[src/rtl/fetch_pkg.sv]
// Shared types and constants for the instruction fetch stage.
package fetch_pkg;

  typedef enum logic [1:0] {
    REQ  = 2'd0,
    WAIT = 2'd1,
    DROP = 2'd2
  } fetch_state_t;

  typedef struct packed {
    logic [31:0] pc;
    logic [31:0] instr;
  } fetch_entry_t;

  localparam logic [31:0] PC_STEP    = 32'd4;
  localparam logic [31:0] R15_OFFSET = 32'd8;

  function automatic logic [31:0] word_align(input logic [31:0] addr);
    return {addr[31:2], 2'b00};
  endfunction

endpackage

[src/rtl/fetch_unit_if.sv]
// Instruction-memory and decode-side handshakes of the fetch stage.
interface fetch_unit_if;
  logic        imem_req;
  logic [31:0] imem_addr;
  logic        imem_ack;
  logic        imem_rvalid;
  logic [31:0] imem_rdata;
  logic        id_valid;
  logic        id_ready;
  logic [31:0] id_instr;
  logic [31:0] id_pc;
  logic [31:0] id_pc_plus8;

  modport master (
    output imem_req, imem_addr,
    input  imem_ack, imem_rvalid, imem_rdata,
    output id_valid, id_instr, id_pc, id_pc_plus8,
    input  id_ready
  );

  modport slave (
    input  imem_req, imem_addr,
    output imem_ack, imem_rvalid, imem_rdata,
    input  id_valid, id_instr, id_pc, id_pc_plus8,
    output id_ready
  );
endinterface

[src/rtl/fetch_buffer.sv]
// Two-entry instruction queue between instruction memory and decode.
module fetch_buffer
  import fetch_pkg::*;
(
  input  logic         clk,
  input  logic         rst,
  input  logic         push,
  input  logic         pop,
  input  logic         flush,
  input  fetch_entry_t wdata,
  output fetch_entry_t head,
  output logic         full,
  output logic         empty,
  output logic [1:0]   count
);

  fetch_entry_t slot [2];
  logic         rd_ptr;
  logic         wr_ptr;
  logic         do_pop;

  assign do_pop = pop && !empty;
  assign empty  = (count == 2'd0);
  assign full   = (count == 2'd2);
  assign head   = slot[rd_ptr];

  always_ff @(posedge clk) begin
    if (!rst) begin
      slot[0] <= '0;
      slot[1] <= '0;
      rd_ptr  <= 1'b0;
      wr_ptr  <= 1'b0;
      count   <= 2'd0;
    end else if (flush) begin
      rd_ptr <= 1'b0;
      wr_ptr <= 1'b0;
      count  <= 2'd0;
    end else begin
      if (push) begin
        slot[wr_ptr] <= wdata;
        wr_ptr       <= ~wr_ptr;
      end
      if (do_pop) begin
        rd_ptr <= ~rd_ptr;
      end
      count <= count + 2'(push) - 2'(do_pop);
    end
  end

endmodule

[src/rtl/fetch_unit.sv]
// Fetch stage: PC, single-outstanding imem requests, 2-entry buffer to decode.
//   state | meaning
//   REQ   | may request pc; idle when buffer plus in-flight would exceed depth
//   WAIT  | request accepted, response will be pushed into the buffer
//   DROP  | request accepted before a redirect, response is discarded
module fetch_unit
  import fetch_pkg::*;
#(
  parameter logic [31:0] RESET_PC  = 32'h0000_0000,
  parameter int          BUF_DEPTH = 2
) (
  input  logic         clk,
  input  logic         rst,
  fetch_unit_if.master bus,
  input  logic         branch_taken,
  input  logic [31:0]  branch_target
);

  localparam logic [1:0] DEPTH = 2'(BUF_DEPTH);

  fetch_state_t state, state_nxt;
  logic [31:0]  pc, pc_nxt;
  logic [31:0]  issued_pc, issued_pc_nxt;
  logic         run;
  logic         req;
  logic         push;
  logic         pop;
  logic         flush;
  logic         buf_full;
  logic         buf_empty;
  logic [1:0]   buf_count;
  fetch_entry_t head;
  fetch_entry_t push_data;

  always_ff @(posedge clk) begin
    if (!rst) begin
      state     <= REQ;
      pc        <= RESET_PC;
      issued_pc <= '0;
      run       <= 1'b0;
    end else begin
      state     <= state_nxt;
      pc        <= pc_nxt;
      issued_pc <= issued_pc_nxt;
      run       <= 1'b1;
    end
  end

  always_comb begin
    state_nxt     = state;
    pc_nxt        = pc;
    issued_pc_nxt = issued_pc;
    req           = 1'b0;
    push          = 1'b0;
    flush         = 1'b0;

    case (state)
      REQ: begin
        req = run && (buf_count < DEPTH);
        if (req && bus.imem_ack) begin
          state_nxt     = WAIT;
          issued_pc_nxt = pc;
          pc_nxt        = pc + PC_STEP;
        end
      end
      WAIT: begin
        if (bus.imem_rvalid) begin
          push      = 1'b1;
          state_nxt = REQ;
        end
      end
      DROP: begin
        if (bus.imem_rvalid) begin
          state_nxt = REQ;
        end
      end
      default: state_nxt = REQ;
    endcase

    // Anything still in flight after this edge belongs to the old path.
    if (branch_taken) begin
      flush     = 1'b1;
      push      = 1'b0;
      pc_nxt    = word_align(branch_target);
      state_nxt = (state_nxt == REQ) ? REQ : DROP;
    end
  end

  assign pop       = bus.id_ready && !buf_empty;
  assign push_data = '{pc: issued_pc, instr: bus.imem_rdata};

  fetch_buffer u_buf (
    .clk   (clk),
    .rst   (rst),
    .push  (push),
    .pop   (pop),
    .flush (flush),
    .wdata (push_data),
    .head  (head),
    .full  (buf_full),
    .empty (buf_empty),
    .count (buf_count)
  );

  assign bus.imem_req    = req;
  assign bus.imem_addr   = pc;
  assign bus.id_valid    = !buf_empty;
  assign bus.id_instr    = buf_empty ? '0 : head.instr;
  assign bus.id_pc       = buf_empty ? '0 : head.pc;
  assign bus.id_pc_plus8 = buf_empty ? '0 : head.pc + R15_OFFSET;

  a_no_overflow: assert property (@(posedge clk) disable iff (!rst) !(push && buf_full));

endmodule

[src/flat_wrapper.sv]
// flat-port wrapper written by rule: the top's interface ports become plain ports
module fetch_unit_flat import fetch_pkg::*;
#(
  parameter logic [31:0] RESET_PC  = 32'h0000_0000,
  parameter int          BUF_DEPTH = 2
)
  (clk, rst, branch_taken, branch_target, bus_imem_req, bus_imem_addr, bus_imem_ack, bus_imem_rvalid, bus_imem_rdata, bus_id_valid, bus_id_instr, bus_id_pc, bus_id_pc_plus8, bus_id_ready);
  fetch_unit_if bus_i ();
  input  logic clk;
  input  logic rst;
  input  logic branch_taken;
  input  logic [31:0] branch_target;
  output wire logic [$bits(bus_i.imem_req)-1:0] bus_imem_req;
  output wire logic [$bits(bus_i.imem_addr)-1:0] bus_imem_addr;
  input wire logic [$bits(bus_i.imem_ack)-1:0] bus_imem_ack;
  input wire logic [$bits(bus_i.imem_rvalid)-1:0] bus_imem_rvalid;
  input wire logic [$bits(bus_i.imem_rdata)-1:0] bus_imem_rdata;
  output wire logic [$bits(bus_i.id_valid)-1:0] bus_id_valid;
  output wire logic [$bits(bus_i.id_instr)-1:0] bus_id_instr;
  output wire logic [$bits(bus_i.id_pc)-1:0] bus_id_pc;
  output wire logic [$bits(bus_i.id_pc_plus8)-1:0] bus_id_pc_plus8;
  input wire logic [$bits(bus_i.id_ready)-1:0] bus_id_ready;
  assign bus_imem_req = bus_i.imem_req;
  assign bus_imem_addr = bus_i.imem_addr;
  assign bus_i.imem_ack = bus_imem_ack;
  assign bus_i.imem_rvalid = bus_imem_rvalid;
  assign bus_i.imem_rdata = bus_imem_rdata;
  assign bus_id_valid = bus_i.id_valid;
  assign bus_id_instr = bus_i.id_instr;
  assign bus_id_pc = bus_i.id_pc;
  assign bus_id_pc_plus8 = bus_i.id_pc_plus8;
  assign bus_i.id_ready = bus_id_ready;
  fetch_unit #(.RESET_PC(RESET_PC), .BUF_DEPTH(BUF_DEPTH)) u_core (.clk(clk), .rst(rst), .bus(bus_i), .branch_taken(branch_taken), .branch_target(branch_target));
endmodule
[config.mk]
export PLATFORM = sky130hd
export DESIGN_NAME = fetch_unit_flat
export DESIGN_NICKNAME = d
export VERILOG_FILES = /design/src/rtl/fetch_pkg.sv /design/src/rtl/fetch_unit_if.sv /design/src/rtl/fetch_buffer.sv /design/src/rtl/fetch_unit.sv /design/src/flat_wrapper.sv
export SDC_FILE = /design/constraint.sdc
export NUM_CORES = 1
export LEC_CHECK = 0
export ABC_AREA = 1
export ABC_CLOCK_PERIOD_IN_PS = 5800
export CAP_MARGIN = 20
export CORE_MARGIN = 4
export CORE_UTILIZATION = 56
export DETAILED_ROUTE_END_ITERATION = 8
export GPL_TIMING_DRIVEN = 0
export HOLD_SLACK_MARGIN = 0.15
export PLACE_DENSITY = 0.86
export SYNTH_ARGS = -nofsm -noshare
export SYNTH_HDL_FRONTEND = slang
export SYNTH_SLANG_ARGS = --single-unit
[constraint.sdc]
create_clock -name clk -period 5.8 [get_ports clk]
set_clock_uncertainty 0.05 [all_clocks]
set_input_delay 0.58 -clock clk [delete_from_list [all_inputs] [get_ports clk]]
set_output_delay 0.58 -clock clk [all_outputs]
set_load 0.02 [all_outputs]
# Word-level counts from Yosys, hierarchy flattened
# Memory sizes are Yosys's and may differ from the RTL's. A register that Yosys moved wholly into a read port is not among the register bits.
# Index checks and enable logic that the tools add are counted.
# op_classes
add_sub_neg	4
n_mul	0
div	0
magnitude_cmp	1
eq_ne	2
n_shift	0
muxes	27
bitwise_logic	3
reduce_logical	16
# op_table
op	count
$mux 32	6
$mux 64	1
$reduce_or 64->1	1
$add 32x3->32 const B	1
$add 32x4->32 const B	1
$mux 1	15
$mux 2	4
$logic_not 2->1	3
$reduce_or 2->1	3
$logic_and 1x1->1	4
$pmux 2 s2	1
$reduce_and 2->1	2
$reduce_bool 2->1	2
$not 1->1	3
$add 2x1->2	1
$eq 2x1->1 const B	1
$eq 2x2->1 const B	1
$lt 2x2->1 const B	1
$sub 2x1->2	1
$logic_not 1->1	1
# word_totals
reg_bits	71
latchBits	0
ram_bits	128
romBits	0
in_bits	70
elab_cells	62
memories	1
# mem_list
name	depth	word_bits	read_ports	rd_clocked_by_memory_dff	wr	line	rtl
u_core.u_buf.slot	2	64	1	1	2	fetch_buffer.sv:17	fetch_entry_t slot [2];

# Longest topological paths before layout
# depth
ltp_word	9
depth_mapped	13
mapped_depth_nobuf	13

# Modules after synthesis
# From an unflattened synthesis, not the netlist that was laid out.
# hier_totals
cells_unflattened	1253
hier_area_um2	10361.2
# by_module_without_submodules
module	instances	cells_each	area_each_um2
fetch_buffer	1	444	5733.0
fetch_unit	1	809	4628.2

# Worst setup path before layout
# OpenSTA, ideal clock, no wires.
# synth_timing
path_type	input port to flip-flop
start	input branch_taken
end	memory u_core.u_buf.slot[0][0] (netlist bit) (enable)
setup_ns	0.677
arrival_ns	2.596
slack_ns	2.477
path_stages	7
path_buffers	2
cell_sequence	clkbuf_1 > inv_1 > nand3_1 > nor2_1 > nand2_1 > clkbuf_1 > nand2_1
# synth_lines
element	line	rtl
from (decl)	flat_wrapper.sv:11	input logic branch_taken;
to (decl)	fetch_buffer.sv:17	

==> run_results.csv <==
group,metric,value,unit
placed_design,dpl.hpwl,20000,um
clock_network,tritoncts,"yes",
synth,synth_mux_area_share,0,%
routing,postRouteAntennaNets,0,
pwr,pwr-share-comb,9.6,%
routing,num_vias,9199,
finish,post-route-util,73.2,%
clock_network,cts_buffers,17,
synth,synth-edff-count,124,
pwr,p_per_area,233,nW/um^2
pwr,pwr-share-clk,37.8,%
sta,final_hold_viol_count,0,
global_routing,grt_pass1_vias,8755,
synth,synth_top_family_by_area,"simple AND/OR/NAND/NOR gates",
min_path,min-delay-start,"u_core.issued_pc[3]",
global_routing,grt_overflow,0,
synth,synthSimpleGateAreaFrac,27.8,%
synth,yosysWarnings,0,
sta,finalMaxSlewViolations,0,
synth,yosys.area_share.xor_xnor,1.24,%
routing,wl_per_cell,15.4,um
sta,fmax,252,MHz
placed_design,port-buffer-count,190,
worst_setup_path,cp-end-kind,"output pin",
routing,drcViolationCount,0,
pwr,switching_share,23.6,%
routing,drtIter0Drc,699,
worst_setup_path,crit_type,"reg2out",
clock_network,cts-resized-gates,0,
clock_network,htreeDepth,4,
sta,final.setup.tns,0,ns
placed_design,dpl.cell_count,1736,
global_routing,grtUsageTotal,26.8,%
global_routing,grt_first_pass_wirelength,42500,um
clock_network,clock_latency,0.44,ns
pwr,intPower,2.25,mW
global_routing,grt_max_degree,63,
global_routing,met2_usage,45.5,%
floorplanning,rows,48,
finish,num_antenna_cells,0,
synth,syn_area_per_cell,7.51,um^2
sta,fin_crit,3.97,ns
outcome,run_status,"finished, final reports clean",
min_path,holdCritPathClass,"reg2reg",
worst_setup_path,r2r_end,"u_core.u_buf.slot[0][20]",
sta,setup_viol,0,
clock_network,path_clk_slew,0.06,ns
sta,slew_headroom,42.1,%
pwr,power_frac_seq,52.6,%
synth,synth_compound_area_share,9.11,%
clock_network,postCtsSetupRepairBufs,0,
clock_network,cts_hold_buf,0,
worst_setup_path,r2r_cells,7,
pwr,ir_worst_vdd,0.241,mV
global_routing,globalRouteMet1Util,34.3,%
global_routing,use_met3,3.93,%
synth,synth_cell_type_count,34,
synth,async_flop_share,0,%
finish,drive_gt1_share,4.93,%
synth,syn_area,9890,um^2
routing,via_per_inst,5.21,
floorplanning,core,17300,um^2
pwr,p_sw,0.697,mW
sta,rsz0062_at_grt,"false",
placed_design,placed_area,12100,um^2
floorplanning,pin_count,200,
finish,final_cell_area,12700,um^2
routing,drt-pass1-iter-count,6,
finish,layout.cells.non_filler,1767,
global_routing,top_usage_layer,"met2",
sta,worst_slew_pin_slew,0.868,ns
worst_setup_path,setup.worst_path.end,"bus_id_pc_plus8[13]",
synth,yosysSeqAreaShare,51.4,%
clock_network,clock_sinks,192,
job,cap_violations,0,
worst_setup_path,start_kind,"register",
synth,yosys.area_share.adder,0.886,%
floorplanning,die_w,141,um
floorplanning,initial_core_util,57.2,%
clock_network,cts_root_buf,"clkbuf_16",
worst_setup_path,cp_max_fo,10,
finish,synthToLayoutAreaGrowth,28.0,%
synth,syn_inst,1316,
worst_setup_path,r2r_setup_slack,3.01,ns
floorplanning,die_h,141,um
pwr,power_leakage,5.01,nW
floorplanning,dieArea,19800,um^2
worst_setup_path,reg2reg_from,"u_core.state[1]",
synth,ys_ff_latch,192,
routing,drt_wl_total,27300,um
clock_network,clockBufferDepth,2,
synth,synthFlopType,"edfxtp_1",
worst_setup_path,cp.arrival,3.34,ns
placed_design,finalWeightedCongestion,0.931,
global_routing,grt_antenna_before_repair,0,
worst_setup_path,cp.required,5.17,ns
finish,nNetsFinal,1607,
sta,layout_worst_path_cycle_share,68.4,%
-- per-stage QoR --
stage,hold WS [ns],setup slack (ns),power (mW)
floorplan,0.400,2.48,1.73
global placement,0.414,1.19,1.85
detailed placement,0.420,2.32,1.86
CTS,0.430,1.86,2.94
global route,0.459,1.69,3.03
finish,0.429,1.83,2.95
-- layout make-up --
| class | count | area [um^2] |
|---|---|---|
| plain buffers | 62 | 289 |
| well taps | 225 | 282 |
| flip-flops and latches | 192 | 5080 |
| multi-input cells | 895 | 3900 |
| inverters | 172 | 646 |
| repair buffers | 190 | 1900 |
| fillers | 1337 | 4640 |
| clock buffers | 19 | 433 |
| clock inverters | 12 | 120 |
-- routing by layer --
metal / vias up / share of wire (%)
li1: 4560 / -
met1: 4145 / 42
met2: 426 / 49
met3: 68 / 6.8
met4: 0 / 3.1
met5: - / 0
-- layout by cell type (no fill, tap or decap), drive strengths merged, types with 6 or more instances in the layout --
cell / instances
inv: 170
conb: 6
buf: 29
dfxtp: 68
nor2: 260
edfxtp: 124
clkinv: 7
a21oi: 104
nand2: 369
o21ai: 63
ha: 7
clkbuf: 52
clkdlybuf4s50: 190
nand3: 48
xor2: 9
-- sequential cells by signal (all words and copies together), names as in the netlist, named ones only --
register and count:
u_core.issued_pc 30, u_core.u_buf.wr_ptr 1, u_core.u_buf.slot 124, u_core.bus.imem_addr 30, u_core.u_buf.count 2, u_core.state 2, u_core.run 1, u_core.u_buf.rd_ptr 1
-- power by group through the flow --
stage / Sequential, mW / Clock [mW] / Combinational, mW
after floorplan: 1.58 / 0 / 0.142
after detailed placement: 1.58 / 0 / 0.279
after global routing: 1.56 / 1.17 / 0.311
after global placement: 1.58 / 0 / 0.272
final: 1.55 / 1.11 / 0.284
after CTS: 1.55 / 1.11 / 0.282
-- worst min-delay path by stage --
stage	cells past startpoint	slack, ns	to
detailed placement	2	0.42	u_core.issued_pc[3]
global placement	2	0.41	u_core.issued_pc[4]
CTS	2	0.43	u_core.issued_pc[3]
finish	2	0.43	u_core.issued_pc[3]
global route	2	0.46	u_core.issued_pc[4]
floorplan	2	0.40	u_core.issued_pc[22]
-- kinds of logic (layout without fill, tap and decap cells) --
logic type | Yosys count | after routing
AOI/OAI and AO/OA | 176 | 176
xor gates and xnor gates | 14 | 14
DFF | 192 | 192
other | 1 | 6
buffers and inverters | 234 | 455
and+or+nand+nor | 692 | 692
adders and majority gates | 7 | 7
-- cells in the mapped netlist, drive strengths merged, types with 2 or more instances --
library cell	count	area share, %
nand2	369	14
nor2	260	10
inv	170	6.5
edfxtp	124	38
a21oi	104	5.3
dfxtp	68	14
o21ai	63	3.2
nand3	48	2.5
clkbuf	33	1.3
buf	29	1.7
xor2	9	0.80
ha	7	0.89
nand4	5	0.32
or2	5	0.32
xnor2	5	0.44
a31oi	4	0.25
nor3	3	0.15
a211oi	2	0.15
clkinv	2	0.076
-- critical path, stage by stage, from the launching register on --
cell	delay, ns
dfxtp_1	0.47
buf_4	0.24
nand2_1	0.06
o21ai_1	0.29
inv_1	0.20
ha_1	0.29
nand2_1	0.14
nor2_2	0.07
nand2_1	0.14
o21ai_0	0.13
a2bb2oi_1	0.22
clkdlybuf4s50_1	0.64
No activity file was read; power rests on OpenSTA's default activity.
